**config.mk**
```make
export PLATFORM = sky130hd
export DESIGN_NAME = multiplier_s_c3x3_f1_9x9
export DESIGN_NICKNAME = d
export VERILOG_FILES = /design/src/rtl/multiplier_s_c3x3_f1_9x9.sv
export SDC_FILE = /design/constraint.sdc
export NUM_CORES = 1
export LEC_CHECK = 0
export ABC_AREA = 1
export CAP_MARGIN = 0
export CORE_ASPECT_RATIO = 0.5
export CORE_MARGIN = 8
export CORE_UTILIZATION = 45
export DETAILED_ROUTE_END_ITERATION = 7
export PLACE_DENSITY = 0.78
export SLEW_MARGIN = 20
export SYNTH_ARGS = -nofsm -noshare
export SYNTH_HDL_FRONTEND = slang
export SYNTH_SLANG_ARGS = --single-unit
```
**constraint.sdc**
```tcl
create_clock -name clk -period 0.8 [get_ports clk]
set_input_delay 0.16 -clock clk [delete_from_list [all_inputs] [get_ports clk]]
set_output_delay 0.16 -clock clk [all_outputs]
set_load 0.05 [all_outputs]
```
**src/rtl/multiplier_s_c3x3_f1_9x9.sv**
```systemverilog
// ----------------------------------------------------------------------------
// multiplier_s_c3x3_f1_9x9
//
// Registered 9x9-bit fractured multiplier for the PIRDSP datapath.
//   * Full mode : C = A * B (18-bit), each operand signed or unsigned.
//   * Dual mode : two independent 4x4 products packed into one word,
//                 C[17:10] = A[8:5]*B[8:5], C[9:8] = 0, C[7:0] = A[3:0]*B[3:0].
//   * Idle      : HALF_1 = HALF_0 = 0 gives C = 0.
//
// The full product is built from a 3x3 grid of 3-bit digit partial products.
// Only the top digit of each operand carries sign weight, so every partial
// product is a small signed 4x4 multiply and the grid sum is exact for all
// sign combinations.
//
// Ports
//   clk     in   1   rising-edge clock
//   reset   in   1   asynchronous, active-high reset (clears C)
//   A       in   9   multiplicand
//   B       in   9   multiplier
//   A_sign  in   1   1 = A fields are two's complement
//   B_sign  in   1   1 = B fields are two's complement
//   HALF_0  in   1   select full 9x9 mode
//   HALF_1  in   1   select dual 4x4 mode (priority over HALF_0)
//   C       out  18  registered product(s)
//
// Configuration macro
//   MULT_IN_REG_EN  defined   : inputs pass through a register stage first,
//                               latency 2 cycles.
//                   undefined : product logic fed from the ports,
//                               latency 1 cycle.
// ----------------------------------------------------------------------------
module multiplier_s_c3x3_f1_9x9 (
   input  logic        clk,
   input  logic        reset,
   input  logic [8:0]  A,
   input  logic [8:0]  B,
   input  logic        A_sign,
   input  logic        B_sign,
   input  logic        HALF_0,
   input  logic        HALF_1,
   output logic [17:0] C
);

   localparam int A_W = 9;
   localparam int B_W = 9;
   localparam int C_W = A_W + B_W;

   // -------------------------------------------------------------------------
   // Full 9x9 product from a 3x3 grid of 3-bit digits.
   // Digits 0 and 1 are unsigned; digit 2 is extended by one bit which is the
   // sign bit when the operand is signed, giving it weight -4*64 = -256 on A[8].
   // -------------------------------------------------------------------------
   function automatic logic [C_W-1:0] grid_mult(
      input logic [A_W-1:0] a,
      input logic           a_sgn,
      input logic [B_W-1:0] b,
      input logic           b_sgn
   );
      logic signed [3:0]  ad [3];
      logic signed [3:0]  bd [3];
      logic signed [19:0] acc;
      ad[0] = {1'b0, a[2:0]};
      ad[1] = {1'b0, a[5:3]};
      ad[2] = {a_sgn & a[8], a[8:6]};
      bd[0] = {1'b0, b[2:0]};
      bd[1] = {1'b0, b[5:3]};
      bd[2] = {b_sgn & b[8], b[8:6]};
      acc   = '0;
      for (int i = 0; i < 3; i++) begin
         for (int j = 0; j < 3; j++) begin
            acc = acc + ((20'(ad[i]) * 20'(bd[j])) <<< (3 * (i + j)));
         end
      end
      return acc[C_W-1:0];
   endfunction

   // -------------------------------------------------------------------------
   // One 4x4 lane: a 3-bit unsigned low digit plus a 1-bit top digit that is
   // negative-weighted when the lane is signed. Each lane owns its own small
   // grid, so no partial product crosses between lanes and no carry or sign
   // can leak from one lane into the other.
   // -------------------------------------------------------------------------
   function automatic logic [7:0] lane_mult(
      input logic [3:0] a,
      input logic       a_sgn,
      input logic [3:0] b,
      input logic       b_sgn
   );
      logic signed [3:0] a_lo;
      logic signed [3:0] b_lo;
      logic signed [1:0] a_hi;
      logic signed [1:0] b_hi;
      logic signed [9:0] acc;
      a_lo = {1'b0, a[2:0]};
      b_lo = {1'b0, b[2:0]};
      a_hi = {a_sgn & a[3], a[3]};
      b_hi = {b_sgn & b[3], b[3]};
      acc  =  (10'(a_lo) * 10'(b_lo))
           + ((10'(a_hi) * 10'(b_lo)) <<< 3)
           + ((10'(a_lo) * 10'(b_hi)) <<< 3)
           + ((10'(a_hi) * 10'(b_hi)) <<< 6);
      return acc[7:0];
   endfunction

   // -------------------------------------------------------------------------
   // Operand source: optional input register stage
   // -------------------------------------------------------------------------
   logic [A_W-1:0] op_a;
   logic [B_W-1:0] op_b;
   logic           op_a_sign;
   logic           op_b_sign;
   logic           op_half_0;
   logic           op_half_1;

`ifdef MULT_IN_REG_EN
   // NOTE: state is updated with non-blocking assignments so every register
   // samples the values present before the edge, independent of block order.
   always_ff @(posedge clk or posedge reset) begin
      if (reset) begin
         op_a      <= '0;
         op_b      <= '0;
         op_a_sign <= 1'b0;
         op_b_sign <= 1'b0;
         op_half_0 <= 1'b0;
         op_half_1 <= 1'b0;
      end else begin
         op_a      <= A;
         op_b      <= B;
         op_a_sign <= A_sign;
         op_b_sign <= B_sign;
         op_half_0 <= HALF_0;
         op_half_1 <= HALF_1;
      end
   end
`else
   assign op_a      = A;
   assign op_b      = B;
   assign op_a_sign = A_sign;
   assign op_b_sign = B_sign;
   assign op_half_0 = HALF_0;
   assign op_half_1 = HALF_1;
`endif

   // -------------------------------------------------------------------------
   // Mode select. A[4], B[4] are unused in dual mode and C[9:8] is forced low.
   // -------------------------------------------------------------------------
   logic [C_W-1:0] c_next;

   // NOTE: c_next gets a default before any branch so no path leaves it
   // unassigned, which would otherwise infer a latch.
   always_comb begin
      c_next = '0;
      if (op_half_1) begin
         c_next = {lane_mult(op_a[8:5], op_a_sign, op_b[8:5], op_b_sign),
                   2'b00,
                   lane_mult(op_a[3:0], op_a_sign, op_b[3:0], op_b_sign)};
      end else if (op_half_0) begin
         c_next = grid_mult(op_a, op_a_sign, op_b, op_b_sign);
      end
   end

   // -------------------------------------------------------------------------
   // Output register
   // -------------------------------------------------------------------------
   always_ff @(posedge clk or posedge reset) begin
      if (reset) begin
         C <= '0;
      end else begin
         C <= c_next;
      end
   end

endmodule

```
==> impl_summary.md <==
Detailed routing
The post-detailed-route via-to-cell ratio is 5.24. The number of detailed-routing iterations run before antenna repair is 5. In this run the remaining antenna-violating nets after routing total 0.

The number of DRC violations after detailed routing is 0. The wire length per cell after detailed routing is 18.0 um. The number of DRC violations after detailed-routing iteration 0 is 407.

The total wire length is 22.9 mm. The count of vias placed by the detailed router is 6651.

GRT
The number of antenna violations at the first check in global routing is 0. Across every metal layer, demand over resource in global routing totals 22.7%. The first global-routing pass estimated 34.5 mm of wire. The via count of the first global-routing pass is 6929. The remaining global-route overflow is 0. Entering global routing, the biggest net connects 19 pins.

Floorplan
The effective utilization at floorplan is 45.8%. From left edge to right edge, the die measures 187 um. The floorplan step set the die height to 102 um. The die covers 19100 um2. 42 I/O pins were placed.

The floorplan has 31 rows. The region available for standard cell placement spans 14400 um2.

Timing
The max-slew headroom at the worst pin is 70.6%. Setup repair after global routing could not meet its margin everywhere. Setup violations remaining at the end of the flow were counted as 35.

The measured slew at the worst slew-check pin is 0.439 ns. Dividing the final minimum period by the clock period gives 670%. Across all setup checks in the final design, the least slack found is -4.56 ns. In the final timing run, aggregate negative setup slack is -58.20 ns. The number of max-slew violations in the final report was 0. For this run, the top clock speed supported by timing is 0.187 GHz. The final hold violation count is 0. After layout, the minimum clock period comes to 5.36 ns.

Layout
The area growth from synthesis to layout is 47.9%. In the final layout, the share of cells above drive strength 1 is 35.8%. The number of non-filler instances in the completed layout is 1270. The number of flip-flops in the largest register is 18. The repair_antennas step left the layout with diodes totalling 0.

Registers take 450 um2. In the final layout, the registers with the most flip-flops are C x18. The number of nets in the final layout is 1315. The register with the most flip-flops is C. The area occupied by multi-input gates is 5940 um2. The number of fillers in the final layout is 965.

Critical path
The endpoint required time on the critical path is 0.93 ns. The worst setup path is launched from an input port. The setup path with the least slack is of type input port to register.

The worst setup path is captured at a register. Data on the critical path arrives at its endpoint at 5.49 ns. The critical-path maximum fanout is 3.

Yosys
Counting instances in the post-synthesis netlist gives the leading cell types as sky130_fd_sc_hd__inv_1, sky130_fd_sc_hd__nand2_1, sky130_fd_sc_hd__ha_1, sky130_fd_sc_hd__fa_1, sky130_fd_sc_hd__nor2_1. Synthesis produced a netlist with a net count of 1114. The mean area per synthesized cell is 7.57 um2. The number of enable-type register cells in the synthesized netlist is 0.

After synthesis, the netlist uses 32 different library cells. The synthesized design contains 18 register bits. For this run, the number of Yosys warnings is 0.

The netlist area before placement is 6610 um2. The largest total area in the synthesized netlist belongs to sky130_fd_sc_hd__fa_1. Of all flip-flops after synthesis, the portion carrying an async set or reset was 100%. In the post-synthesis netlist, the cell with the most instances is sky130_fd_sc_hd__inv_1. Synthesis handed over a netlist of 873 instances. The top cell type by area accounts for 25.7% of the synthesized area. Sorting the synthesized cells by area gives the leading types as sky130_fd_sc_hd__fa_1, sky130_fd_sc_hd__ha_1, sky130_fd_sc_hd__inv_1, sky130_fd_sc_hd__nand2_1, sky130_fd_sc_hd__dfrtp_1. The prevailing post-synth register cell is sky130_fd_sc_hd__dfrtp_1. The sequential-to-total area share from yosys stat is 6.81%.

Run status
The flow ran to the end, but the final reports show violations. The checks that failed: setup timing.

Placed design
Timing analysis after detailed placement gives a worst setup slack of -5.32 ns. The final RePlAce weighted congestion is 0.935. The HPWL after detailed placement is 15.8 mm. In this run, placement finished with an instance count of 1229. In this run the tool buffered the top-level ports with 41 buffer cells.

Pwr
In this run the static leakage power is 5.62 nW. The maximum VDD drop is 3030 uV. In this run the power density over the cells is 2890 nW/um2.

Clocking
The clock buffer count from CTS is 3. The clock passes through at most 2 buffers. The cell at the root of the clock tree is sky130_fd_sc_hd__clkbuf_16.

The CTS tree is yes. The H-tree depth is 1. Clock-pin slew was measured on the worst setup and hold paths at 0.05 ns. The clock net sink count is 18.

Run
The tool flagged a number of max-cap violations equal to 0.

Hold path
In this run the worst hold path is classified as input port to async pin.
[placed cells by master, fill, tap and decap left out, types with 20 or more instances in the layout]
cell type	Yosys	layout
sky130_fd_sc_hd__nand2_1	171	140
sky130_fd_sc_hd__ha_1	132	104
sky130_fd_sc_hd__inv_2	2	37
sky130_fd_sc_hd__ha_4	0	26
sky130_fd_sc_hd__nor2_1	35	20
sky130_fd_sc_hd__buf_6	1	23
sky130_fd_sc_hd__nand3_1	31	24
sky130_fd_sc_hd__buf_12	0	23
sky130_fd_sc_hd__inv_1	265	227
sky130_fd_sc_hd__fa_1	85	75
sky130_fd_sc_hd__buf_4	3	147
[timing repair]
| action | CTS | global route |
|---|---|---|
| setup endpoints to repair | 36 | 36 |
| hold endpoints to repair | 0 | 0 |
| resized for setup | 151 | 80 |
| pin swaps | 74 | 51 |
| buffers inserted | 34 | 9 |
| hold buffers | 0 | 0 |
[worst max-delay path: stages]
cell                            delay, ns
sky130_fd_sc_hd__dlygate4sd2_1       0.25
sky130_fd_sc_hd__nand2_2             0.09
sky130_fd_sc_hd__fa_1                0.53
sky130_fd_sc_hd__inv_1               0.04
sky130_fd_sc_hd__ha_1                0.28
sky130_fd_sc_hd__inv_2               0.04
sky130_fd_sc_hd__fa_1                0.51
sky130_fd_sc_hd__inv_2               0.06
sky130_fd_sc_hd__ha_4                0.16
sky130_fd_sc_hd__fa_2                0.39
sky130_fd_sc_hd__nand3_4             0.09
sky130_fd_sc_hd__nand2_4             0.07
sky130_fd_sc_hd__xor2_4              0.17
sky130_fd_sc_hd__fa_1                0.49
sky130_fd_sc_hd__inv_1               0.05
sky130_fd_sc_hd__fa_1                0.50
sky130_fd_sc_hd__inv_2               0.05
sky130_fd_sc_hd__fa_1                0.59
sky130_fd_sc_hd__ha_4                0.23
sky130_fd_sc_hd__inv_4               0.07
sky130_fd_sc_hd__o21bai_1            0.07
sky130_fd_sc_hd__a31oi_1             0.19
sky130_fd_sc_hd__nand3_1             0.14
sky130_fd_sc_hd__inv_1               0.07
sky130_fd_sc_hd__nand3_1             0.06
sky130_fd_sc_hd__nand3_1             0.07
sky130_fd_sc_hd__nand2_1             0.05
[kinds of logic after synthesis]
| kind of cell | after synthesis | share of synthesized area, % |
|---|---|---|
| compound gates | 59 | 4.79 |
| buf+inv | 289 | 16.8 |
| simple gates | 252 | 15.7 |
| xor+xnor | 38 | 5.26 |
| fa+ha+maj | 217 | 50.7 |
| flops | 18 | 6.81 |
[how the worst max path moves through the flow]
stage | endpoint | startpoint | cells past startpoint | slack [ns]
5_1_grt | C[17]$_DFF_PP0_ | A[5] | 27 | -4.70
4_1_cts | C[17]$_DFF_PP0_ | B[8] | 29 | -4.59
2_1_floorplan | C[17]$_DFF_PP0_ | B_sign | 28 | -4.46
3_5_place_dp | C[17]$_DFF_PP0_ | B[8] | 29 | -5.32
6_report | C[17]$_DFF_PP0_ | A[5] | 27 | -4.56
3_3_place_gp | C[17]$_DFF_PP0_ | B[8] | 29 | -5.13
[stage by stage]
stage	power (mW)	instance area (um2)	util [%]	hold slack (ns)
after detailed placement	21.8	8810	61.0	0.490
final	28.3	9780	67.8	0.228
after global placement	20.9	8810	61.0	0.496
after floorplan	15.3	7170	-	0.0986
after CTS	25.6	9500	65.8	0.235
after global routing	30.1	9780	67.8	0.267
[layout make-up]
| cell class | count | share of cell area [%] |
|---|---|---|
| inverters | 269 | 10.4 |
| repair buffers | 216 | 20.9 |
| flip-flops and latches | 18 | 4.61 |
| well taps | 198 | 2.53 |
| clock buffers | 3 | 0.768 |
| multi-input cells | 566 | 60.8 |
[layer usage]
layer | vias to the layer above | GRT usage, % | wire (um)
met5 | - | 0 | 0
met4 | 0 | 12.8 | 1420
met3 | 146 | 3.16 | 1640
met2 | 333 | 40.2 | 11100
met1 | 3198 | 26.9 | 8800
li1 | 2974 | - | -
[report_power, final]
part	total (mW)	switching, mW	internal (mW)
clock network	0.982	0.325	0.658
logic	25.8	14.4	11.4
registers	1.54	0.275	1.27
total	28.3	15.0	13.3
No activity file was read; power rests on OpenSTA's default activity.
